File: config.mk
export PLATFORM = sky130hd
export DESIGN_NAME = alu_arbiter_seq
export DESIGN_NICKNAME = d
export VERILOG_FILES = /design/src/rtl/alu_pkg.sv /design/src/rtl/alu_core.sv /design/src/rtl/alu_arbiter_seq.sv
export SDC_FILE = /design/constraint.sdc
export NUM_CORES = 1
export LEC_CHECK = 0
export CORE_MARGIN = 2
export CORE_UTILIZATION = 40
export DETAILED_ROUTE_END_ITERATION = 8
export DONT_BUFFER_PORTS = 1
export SLEW_MARGIN = 20
export SYNTH_ARGS = -nofsm -noshare
export SYNTH_HDL_FRONTEND = slang
export SYNTH_HIERARCHICAL = 1
export SYNTH_SLANG_ARGS = --single-unit
File: constraint.sdc
create_clock -name clk -period 7.3 [get_ports clk]
set_input_delay 1.46 -clock clk [delete_from_list [all_inputs] [get_ports clk]]
set_output_delay 1.46 -clock clk [all_outputs]
set_load 0.02 [all_outputs]
File: src/rtl/alu_pkg.sv
// ----------------------------------------------------------------------------
// alu_pkg
// Shared types for the two-requester ALU arbiter.
//   opcode_t : 2-bit ALU operation code carried on each request port
//   state_t  : sequencer states (IDLE -> EXEC -> RESP -> IDLE)
// ----------------------------------------------------------------------------
package alu_pkg;

    typedef enum logic [1:0] {
        OP_ADD = 2'b00,
        OP_SUB = 2'b01,
        OP_AND = 2'b10,
        OP_OR  = 2'b11
    } opcode_t;

    typedef enum logic [1:0] {
        IDLE = 2'b00,
        EXEC = 2'b01,
        RESP = 2'b10
    } state_t;

endpackage

File: src/rtl/alu_core.sv
// ----------------------------------------------------------------------------
// alu_core
// Purely combinational WIDTH-bit ADD/SUB/AND/OR unit.
// Ports:
//   op_i     : operation (opcode_t)
//   a_i, b_i : operands
//   result_o : result modulo 2^WIDTH
//   carry_o  : ADD carry-out, SUB no-borrow (1 when a >= b), 0 for logic ops
//   zero_o   : result == 0
// ----------------------------------------------------------------------------
module alu_core
    import alu_pkg::*;
#(
    parameter int WIDTH = 8
) (
    input  opcode_t            op_i,
    input  logic [WIDTH-1:0]   a_i,
    input  logic [WIDTH-1:0]   b_i,
    output logic [WIDTH-1:0]   result_o,
    output logic               carry_o,
    output logic               zero_o
);

    // One extra bit so the carry / no-borrow falls out of the top position.
    logic [WIDTH:0] sum_s;

    // Operation select; subtraction is a + ~b + 1 so its carry means no borrow.
    always_comb begin
        sum_s = {(WIDTH+1){1'b0}};
        case (op_i)
            OP_ADD:  sum_s = {1'b0, a_i} + {1'b0, b_i};
            OP_SUB:  sum_s = {1'b0, a_i} + {1'b0, ~b_i} + {{WIDTH{1'b0}}, 1'b1};
            OP_AND:  sum_s = {1'b0, a_i & b_i};
            OP_OR:   sum_s = {1'b0, a_i | b_i};
            default: sum_s = {(WIDTH+1){1'b0}};
        endcase
    end

    assign result_o = sum_s[WIDTH-1:0];
    assign carry_o  = sum_s[WIDTH];
    assign zero_o   = (sum_s[WIDTH-1:0] == {WIDTH{1'b0}});

endmodule

File: src/rtl/alu_arbiter_seq.sv
// ----------------------------------------------------------------------------
// alu_arbiter_seq
// Shares one ALU between two requesters. A round-robin arbiter grants one
// request in IDLE, operands are latched, the result is registered in EXEC and
// presented in RESP on the winning requester's resp_valid bit until taken.
// Ports:
//   clk, rst_n            : clock (rising edge), async active-low reset
//   req_valid/req_ready   : per-requester request handshake (ready one-hot)
//   req_op/req_a/req_b    : per-requester opcode and operands, slice i
//   resp_valid/resp_ready : per-requester response handshake
//   resp_data/carry/zero  : shared registered result and flags
//   busy                  : sequencer is not in IDLE
// ----------------------------------------------------------------------------
module alu_arbiter_seq
    import alu_pkg::*;
#(
    parameter int WIDTH = 8,
    parameter int NREQ  = 2
) (
    input  logic                    clk,
    input  logic                    rst_n,
    input  logic [NREQ-1:0]         req_valid,
    output logic [NREQ-1:0]         req_ready,
    input  logic [2*NREQ-1:0]       req_op,
    input  logic [NREQ*WIDTH-1:0]   req_a,
    input  logic [NREQ*WIDTH-1:0]   req_b,
    output logic [NREQ-1:0]         resp_valid,
    input  logic [NREQ-1:0]         resp_ready,
    output logic [WIDTH-1:0]        resp_data,
    output logic                    resp_carry,
    output logic                    resp_zero,
    output logic                    busy
);

    state_t             state_q, state_d;
    logic               idx_q, idx_d;
    logic               rr_last_q, rr_last_d;
    opcode_t            op_q, op_d;
    logic [WIDTH-1:0]   a_q, a_d, b_q, b_d;
    logic [WIDTH-1:0]   data_q, data_d;
    logic               carry_q, carry_d, zero_q, zero_d;

    logic [NREQ-1:0]    grant_s;
    logic               grant_idx_s;
    logic [WIDTH-1:0]   core_result_s;
    logic               core_carry_s, core_zero_s;

    alu_core #(.WIDTH(WIDTH)) u_core (
        .op_i     (op_q),
        .a_i      (a_q),
        .b_i      (b_q),
        .result_o (core_result_s),
        .carry_o  (core_carry_s),
        .zero_o   (core_zero_s)
    );

    // Round-robin grant: a lone requester wins; on contention the requester
    // that did not win last time wins. Held low during reset.
    always_comb begin
        grant_s = 2'b00;
        if ((state_q == IDLE) && rst_n) begin
            if (req_valid == 2'b11) begin
                grant_s = rr_last_q ? 2'b01 : 2'b10;
            end else begin
                grant_s = req_valid;
            end
        end else begin
            grant_s = 2'b00;
        end
    end

    assign grant_idx_s = grant_s[1];

    // Next-state and datapath register loads for the sequencer.
    always_comb begin
        state_d   = state_q;
        idx_d     = idx_q;
        rr_last_d = rr_last_q;
        op_d      = op_q;
        a_d       = a_q;
        b_d       = b_q;
        data_d    = data_q;
        carry_d   = carry_q;
        zero_d    = zero_q;
        case (state_q)
            IDLE: begin
                if (grant_s != 2'b00) begin
                    state_d   = EXEC;
                    idx_d     = grant_idx_s;
                    rr_last_d = grant_idx_s;
                    op_d      = opcode_t'(grant_idx_s ? req_op[3:2] : req_op[1:0]);
                    a_d       = grant_idx_s ? req_a[2*WIDTH-1:WIDTH] : req_a[WIDTH-1:0];
                    b_d       = grant_idx_s ? req_b[2*WIDTH-1:WIDTH] : req_b[WIDTH-1:0];
                end else begin
                    state_d = IDLE;
                end
            end
            EXEC: begin
                data_d  = core_result_s;
                carry_d = core_carry_s;
                zero_d  = core_zero_s;
                state_d = RESP;
            end
            RESP: begin
                // Only the owning requester's resp_ready can retire the result.
                if (resp_ready[idx_q]) begin
                    state_d = IDLE;
                end else begin
                    state_d = RESP;
                end
            end
            default: state_d = IDLE;
        endcase
    end

    // Sequencer and datapath registers; rr_last resets to 1 so requester 0
    // wins the first contention.
    always_ff @(posedge clk or negedge rst_n) begin
        if (!rst_n) begin
            state_q   <= IDLE;
            idx_q     <= 1'b0;
            rr_last_q <= 1'b1;
            op_q      <= OP_ADD;
            a_q       <= {WIDTH{1'b0}};
            b_q       <= {WIDTH{1'b0}};
            data_q    <= {WIDTH{1'b0}};
            carry_q   <= 1'b0;
            zero_q    <= 1'b0;
        end else begin
            state_q   <= state_d;
            idx_q     <= idx_d;
            rr_last_q <= rr_last_d;
            op_q      <= op_d;
            a_q       <= a_d;
            b_q       <= b_d;
            data_q    <= data_d;
            carry_q   <= carry_d;
            zero_q    <= zero_d;
        end
    end

    // Response valid is decoded from registered state only.
    always_comb begin
        resp_valid = 2'b00;
        if (state_q == RESP) begin
            resp_valid[idx_q] = 1'b1;
        end else begin
            resp_valid = 2'b00;
        end
    end

    assign req_ready  = grant_s;
    assign resp_data  = data_q;
    assign resp_carry = carry_q;
    assign resp_zero  = zero_q;
    assign busy       = (state_q != IDLE);

endmodule

==> flow_summary_export.csv, run 1 <==
group,metric,value,unit
outcome,status,"complete, no violations",
setup_path,cp-start-kind,"input port",
synth,netlist-cell-type-count,58,
synth,synth_area,0.00271,sq mm
setup_path,cp_num_buf_inv,0,
timing,clock.fmax,0.248,GHz
placement,gp_congestion,0.865,
synth,synth_edf_count,0,
setup_path,timing.critical_path.fanout_max,34,
timing,finalCritPeriodShare,55.2,%
floorplanning,die_h,86.3,um
timing,finalMaxSlewViolations,0,
detailed_routing,wl_per_cell,16.2,um
detailed_routing,vias,2144,
setup_path,end_kind,"output port",
setup_path,max_stage_delay,0.59,ns
placement,io_buffers,0,
finish,antennaDiodeCount,0,
clocking,cts_buffers,5,
clocking,cts_resized,0,
finish,layout_common_cells,"inv_1 (32), dfrtp_1 (31), a21oi_1 (28)",
setup_path,critPathTopFamily,"simple AND/OR/NAND/NOR gates",
power,p_leak,1.21,nW
global_routing,grt_pass1_vias,2075,
power,irDropWorstVdd,0.208,mV
timing,setup_viol_count_final,0,
synth,synthArstFlopShare,100,%
detailed_routing,drtIter0Drc,103,
synth,syn_inst,304,
synth,ys_ff_latch,32,
clocking,clk_path_buf_depth,2,
placement,place_ws,3.28,ns
global_routing,grt_overflow,0,
timing,setup_ws,3.27,ns
global_routing,grt_use_total,17.6,%
global_routing,grt_max_degree,38,
floorplanning,dieArea,0.00745,sq mm
placement,place_inst,361,
floorplanning,pin_count,57,
floorplanning,coreArea,0.00646,sq mm
power,p_per_area,528,mW/mm^2
setup_path,cp_slowest_cell,"or3b_1",
finish,drive_gt1_share,12.0,%
floorplanning,rows,29,
clocking,cts_setup_buffers,0,
timing,whs,0.538,ns
detailed_routing,ant_nets,0,
timing,relSlewSlack,47.4,%
synth,synth_ff_type,"dfrtp_1",
detailed_routing,firstDrtPassIters,4,
timing,fin_worst_skew,0.00678,ns
timing,final.min_clock_period,4.03,ns
clocking,cts_hold_buf,0,
setup_path,reg2reg_from,"a_q[1]",
clocking,cts-root-buf,"clkbuf_8",
clocking,clock_sinks,32,
clocking,insertion_delay,0.29,ns
setup_path,critical_path_class,"input port to output port",
finish,fillers,645,
setup_path,worstPathArrival,2.57,ns
clocking,cts_max_level,2,
worst_hold_path,hp-class,"flop to flop",
run,max_cap_violations,0,
clocking,cts_tree,"built",
global_routing,antenna_found_initial,0,
synth,yosys_warnings,6,
detailed_routing,avgViaCountPerCell,5.81,
finish,area_growth,2.40,%
floorplanning,start_util,42.0,%
global_routing,grt_pass1_wl,10400,um
timing,rsz0062_at_grt,"no",
worst_hold_path,hold_path.startpoint,"rr_last_q",
clocking,clk_pin_slew_worst_paths,0.07,ns
timing,worstMarginPinSlew,0.789,ns
setup_path,cp.required,5.84,ns
synth,ys_seq_area_share,29.6,%
setup_path,crit_chain,"or3b_1 -> nor2_1",
synth,synth_area_per_cell,8.91,sq um
timing,tns,0,ns
synth,synthesis.nets,372,
finish,final_common_cell,"inv_1",
detailed_routing,routed_wl,5980,um
detailed_routing,route.detailed.drc,0,
finish,final_nets,359,
setup_path,crit_start,"rst_n",
finish,fin_cells,369,
timing,hold_viol,0,
placement,post-dp-hpwl,4560,um
floorplanning,die-width,86.3,um
[kinds of logic (layout without fill, tap and decap cells)]
| kind of cell | after synthesis | count (layout) | share of synthesized area (%) |
|---|---|---|---|
| AO/OA/AOI/OAI | 101 | 101 | 23.1 |
| AND/OR/NAND/NOR | 70 | 70 | 15.2 |
| buffers and inverters | 53 | 41 | 10.0 |
| flip-flops | 32 | 32 | 29.6 |
| adder cells (fa/ha/maj) | 26 | 26 | 12.6 |
| multiplexers | 16 | 16 | 7.53 |
| XOR/XNOR | 6 | 6 | 1.94 |
[where the power goes]
group | leakage (nW) | total [mW] | switching [mW] | internal [mW]
registers | 0.363 | 0.404 | 0.141 | 0.263
logic | 0.796 | 0.894 | 0.494 | 0.400
clock network | 0.0552 | 0.169 | 0.0677 | 0.101
total | 1.21 | 1.47 | 0.703 | 0.764
[layout make-up]
type	instances	area, sq um	area share [%]
Clock inverter	2	35.0	1.26
Tap cell	77	96.3	3.47
Timing Repair Buffer	1	7.51	0.271
Clock buffer	6	72.6	2.61
Multi-Input combinational cell	219	1640	59.2
Sequential cell	32	802	28.9
Inverter	32	120	4.33
[per-layer routing]
layer  share of wire, %  routed length [um]  vias to the layer above  global-route usage (%)
met1                 49                2960                     1019                    25.6
met4                1.2                  70                        0                    4.26
li1                   -                   -                     1057                       -
met5                  0                   0                        -                       0
met2                 44                2660                       61                    25.9
met3                4.9                 291                        7                    4.86
[flip-flops by register name (all words and copies together) (netlist names)]
name / count
a_q: 8
b_q: 8
idx_q: 1
op_q: 2
resp_carry: 1
resp_data: 8
resp_zero: 1
rr_last_q: 1
state_q: 2
[stage by stage]
stage                     power [mW]  cell area, sq um  util (%)
after floorplan                 1.16              2710         -
after global placement          1.27              2670      41.3
after detailed placement        1.30              2670      41.3
after CTS                       1.47              2780      43.0
after global routing            1.61              2780      43.0
final                           1.47              2780      43.0
[path summary, 6_finish.rpt]
| path | to | slack, ns | cells after the start |
|---|---|---|---|
| setup / recovery | req_ready[1] | 3.27 | 2 |
| hold / removal | rr_last_q | 0.54 | 1 |
| setup reg to reg | resp_zero | 4.50 | 10 |
| hold reg to reg | rr_last_q | 0.54 | 1 |
| max in group asynchronous | rr_last_q | 6.26 | 0 |
| min in group asynchronous | resp_data[0] | 0.86 | 0 |
[cell usage after synthesis, drive strengths merged, types with 3 or more instances]
library cell / instances / area [sq um]
or4: 3 / 22.5
o21ai: 29 / 145
inv: 32 / 120
or2: 4 / 25.0
nand2: 6 / 22.5
mux2: 12 / 135
a21o: 3 / 22.5
nand3: 19 / 95.1
ha: 24 / 300
clkbuf: 3 / 11.3
nor4b: 3 / 26.3
nor3b: 3 / 22.5
a31oi: 18 / 119
a21oi: 28 / 140
a211oi: 3 / 27.5
nor2: 13 / 48.8
nand2b: 8 / 60.1
xor2: 4 / 35.0
dfrtp: 31 / 776
nor3: 5 / 25.0
buf: 18 / 140
Power figures use the tool's default switching activity.
==> run 2, diff against run 1 <==
==> constraint.sdc (replaced) <==
create_clock -name clk -period 3.5 [get_ports clk]
set_input_delay 0.7 -clock clk [delete_from_list [all_inputs] [get_ports clk]]
set_output_delay 0.7 -clock clk [all_outputs]
set_load 0.02 [all_outputs]
==> flow_summary_export.csv, run 2 (same netlist as run 1, synthesis figures left out) <==
group,metric,value,unit
setup_path,crit_start,"a_q[0]",
timing,clock.fmax,0.363,GHz
clocking,cts_resized,0,
placement,place_ws,0.769,ns
floorplanning,die_h,86.3,um
timing,relSlewSlack,48.1,%
setup_path,critical_path_class,"flop to flop",
run,max_cap_violations,0,
setup_path,timing.critical_path.fanout_max,3,
detailed_routing,route.detailed.drc,0,
timing,tns,0,ns
clocking,cts-root-buf,"clkbuf_8",
finish,fillers,662,
power,irDropWorstVdd,0.357,mV
power,p_leak,1.22,nW
global_routing,antenna_found_initial,0,
setup_path,end_kind,"flop",
setup_path,reg2reg_from,"a_q[0]",
clocking,cts_setup_buffers,0,
global_routing,grt.busiest_layer,"met2",
clocking,cts_hold_buf,0,
setup_path,reg2regPathDepth,12,
global_routing,gr-usage-met3,4.57,%
detailed_routing,firstDrtPassIters,4,
detailed_routing,vias,2147,
setup_path,cp.required,3.72,ns
finish,area_growth,2.68,%
placement,placed_cell_area,0.00268,sq mm
setup_path,worstPathArrival,2.97,ns
worst_hold_path,hp-class,"input port to asynchronous set/reset pin",
timing,worstMarginPinSlew,0.779,ns
floorplanning,coreArea,0.00646,sq mm
setup_path,crit_path_end,"resp_zero",
finish,final_nets,360,
global_routing,grtUsageMet1,24.9,%
global_routing,grt_overflow,0,
clocking,clk_pin_slew_worst_paths,0.07,ns
timing,setup_ws,0.748,ns
detailed_routing,routed_wl,6060,um
detailed_routing,wl_per_cell,16.4,um
setup_path,r2r_end,"resp_zero",
finish,final_design_area_no_fill,0.00278,sq mm
floorplanning,die-width,86.3,um
floorplanning,start_util,42.0,%
finish,multi_input_area,0.00164,sq mm
global_routing,use_met2,25.4,%
global_routing,grt_max_degree,38,
finish,drive_gt1_share,12.3,%
timing,setup_viol_count_final,0,
clocking,insertion_delay,0.29,ns
finish,layout_common_cells,"inv_1 (32), dfrtp_1 (31), a21oi_1 (28)",
clocking,cts_max_level,2,
setup_path,cp-start-kind,"flop",
floorplanning,dieArea,0.00745,sq mm
outcome,status,"complete, no violations",
timing,whs,0.0976,ns
floorplanning,pin_count,57,
finish,ff_latch_area,802,sq um
clocking,clock_sinks,32,
finish,final_common_cell,"inv_1",
global_routing,grt_pass1_wl,10200,um
detailed_routing,drtIter0Drc,139,
placement,gp_congestion,0.882,
power,total_power,3.06,mW
finish,antennaDiodeCount,0,
timing,fin_worst_skew,0.0117,ns
floorplanning,rows,29,
timing,hold_viol,0,
timing,finalMaxSlewViolations,0,
global_routing,grt_use_total,17.1,%
timing,final.min_clock_period,2.75,ns
placement,io_buffers,0,
detailed_routing,avgViaCountPerCell,5.80,
clocking,cts_tree,"built",
global_routing,grt_pass1_vias,2036,
timing,finalCritPeriodShare,78.6,%
clocking,cts_buffers,5,
setup_path,ff2ff_setup_slack,0.75,ns
placement,post-dp-hpwl,4640,um
power,p_per_area,1100,mW/mm^2
timing,rsz0062_at_grt,"no",
detailed_routing,ant_nets,0,
clocking,clk_path_buf_depth,2,
[run 2: changes by cell type in the layout (fill, tap and decap cells not counted), sizes merged]
cell	previous run	this run
buf	1	2
[run 2: worst min-delay path by stage]
stage | cells after the start | to | slack, ns | startpoint
4_1_cts | 0 | resp_data[5] | 0.09 | rst_n
6_report | 0 | resp_data[5] | 0.1 | rst_n
3_5_place_dp | 0 | resp_data[1] | 0.41 | rst_n
5_1_grt | 0 | a_q[7] | 0.07 | rst_n
3_3_place_gp | 0 | resp_data[3] | 0.41 | rst_n
2_1_floorplan | 0 | a_q[0] | 0.40 | rst_n
[run 2: report_power, final]
| part | switching, mW | internal, mW | leakage (nW) |
|---|---|---|---|
| Combinational | 1.05 | 0.840 | 0.801 |
| Clock | 0.143 | 0.211 | 0.0552 |
| Sequential | 0.273 | 0.549 | 0.363 |
[run 2: worst max-delay path, cell delays in order (launching register included)]
cell and delay [ns]:
dfrtp_1 0.40, inv_1 0.09, ha_1 0.16, inv_1 0.05
fa_1 0.45, nand2b_4 0.11, a211oi_2 0.08, and4bb_2 0.24
nor3_1 0.16, o31ai_1 0.12, or4_1 0.50, nor4_2 0.14
mux2_2 0.18
[run 2: metal layers]
metal | vias to the layer above | routed length [um]
li1 | 1070 | -
met1 | 1017 | 2940
met2 | 58 | 2760
met3 | 2 | 329
met4 | 0 | 30
met5 | - | 0
[run 2: through the flow]
stage          util [%]  std cells
6_report           43.1        370
5_1_grt            43.1        370
4_1_cts            43.1        370
3_5_place_dp       41.4        362
3_3_place_gp       41.4        362
2_1_floorplan         -        304
[run 2: cell type report]
cell class	instances	share of cell area [%]
inverters	32	4.32
well taps	77	3.46
repair buffers	2	0.540
clock buffers	6	2.61
multi-input cells	219	59.0
flip-flops and latches	32	28.8
clock inverters	2	1.26
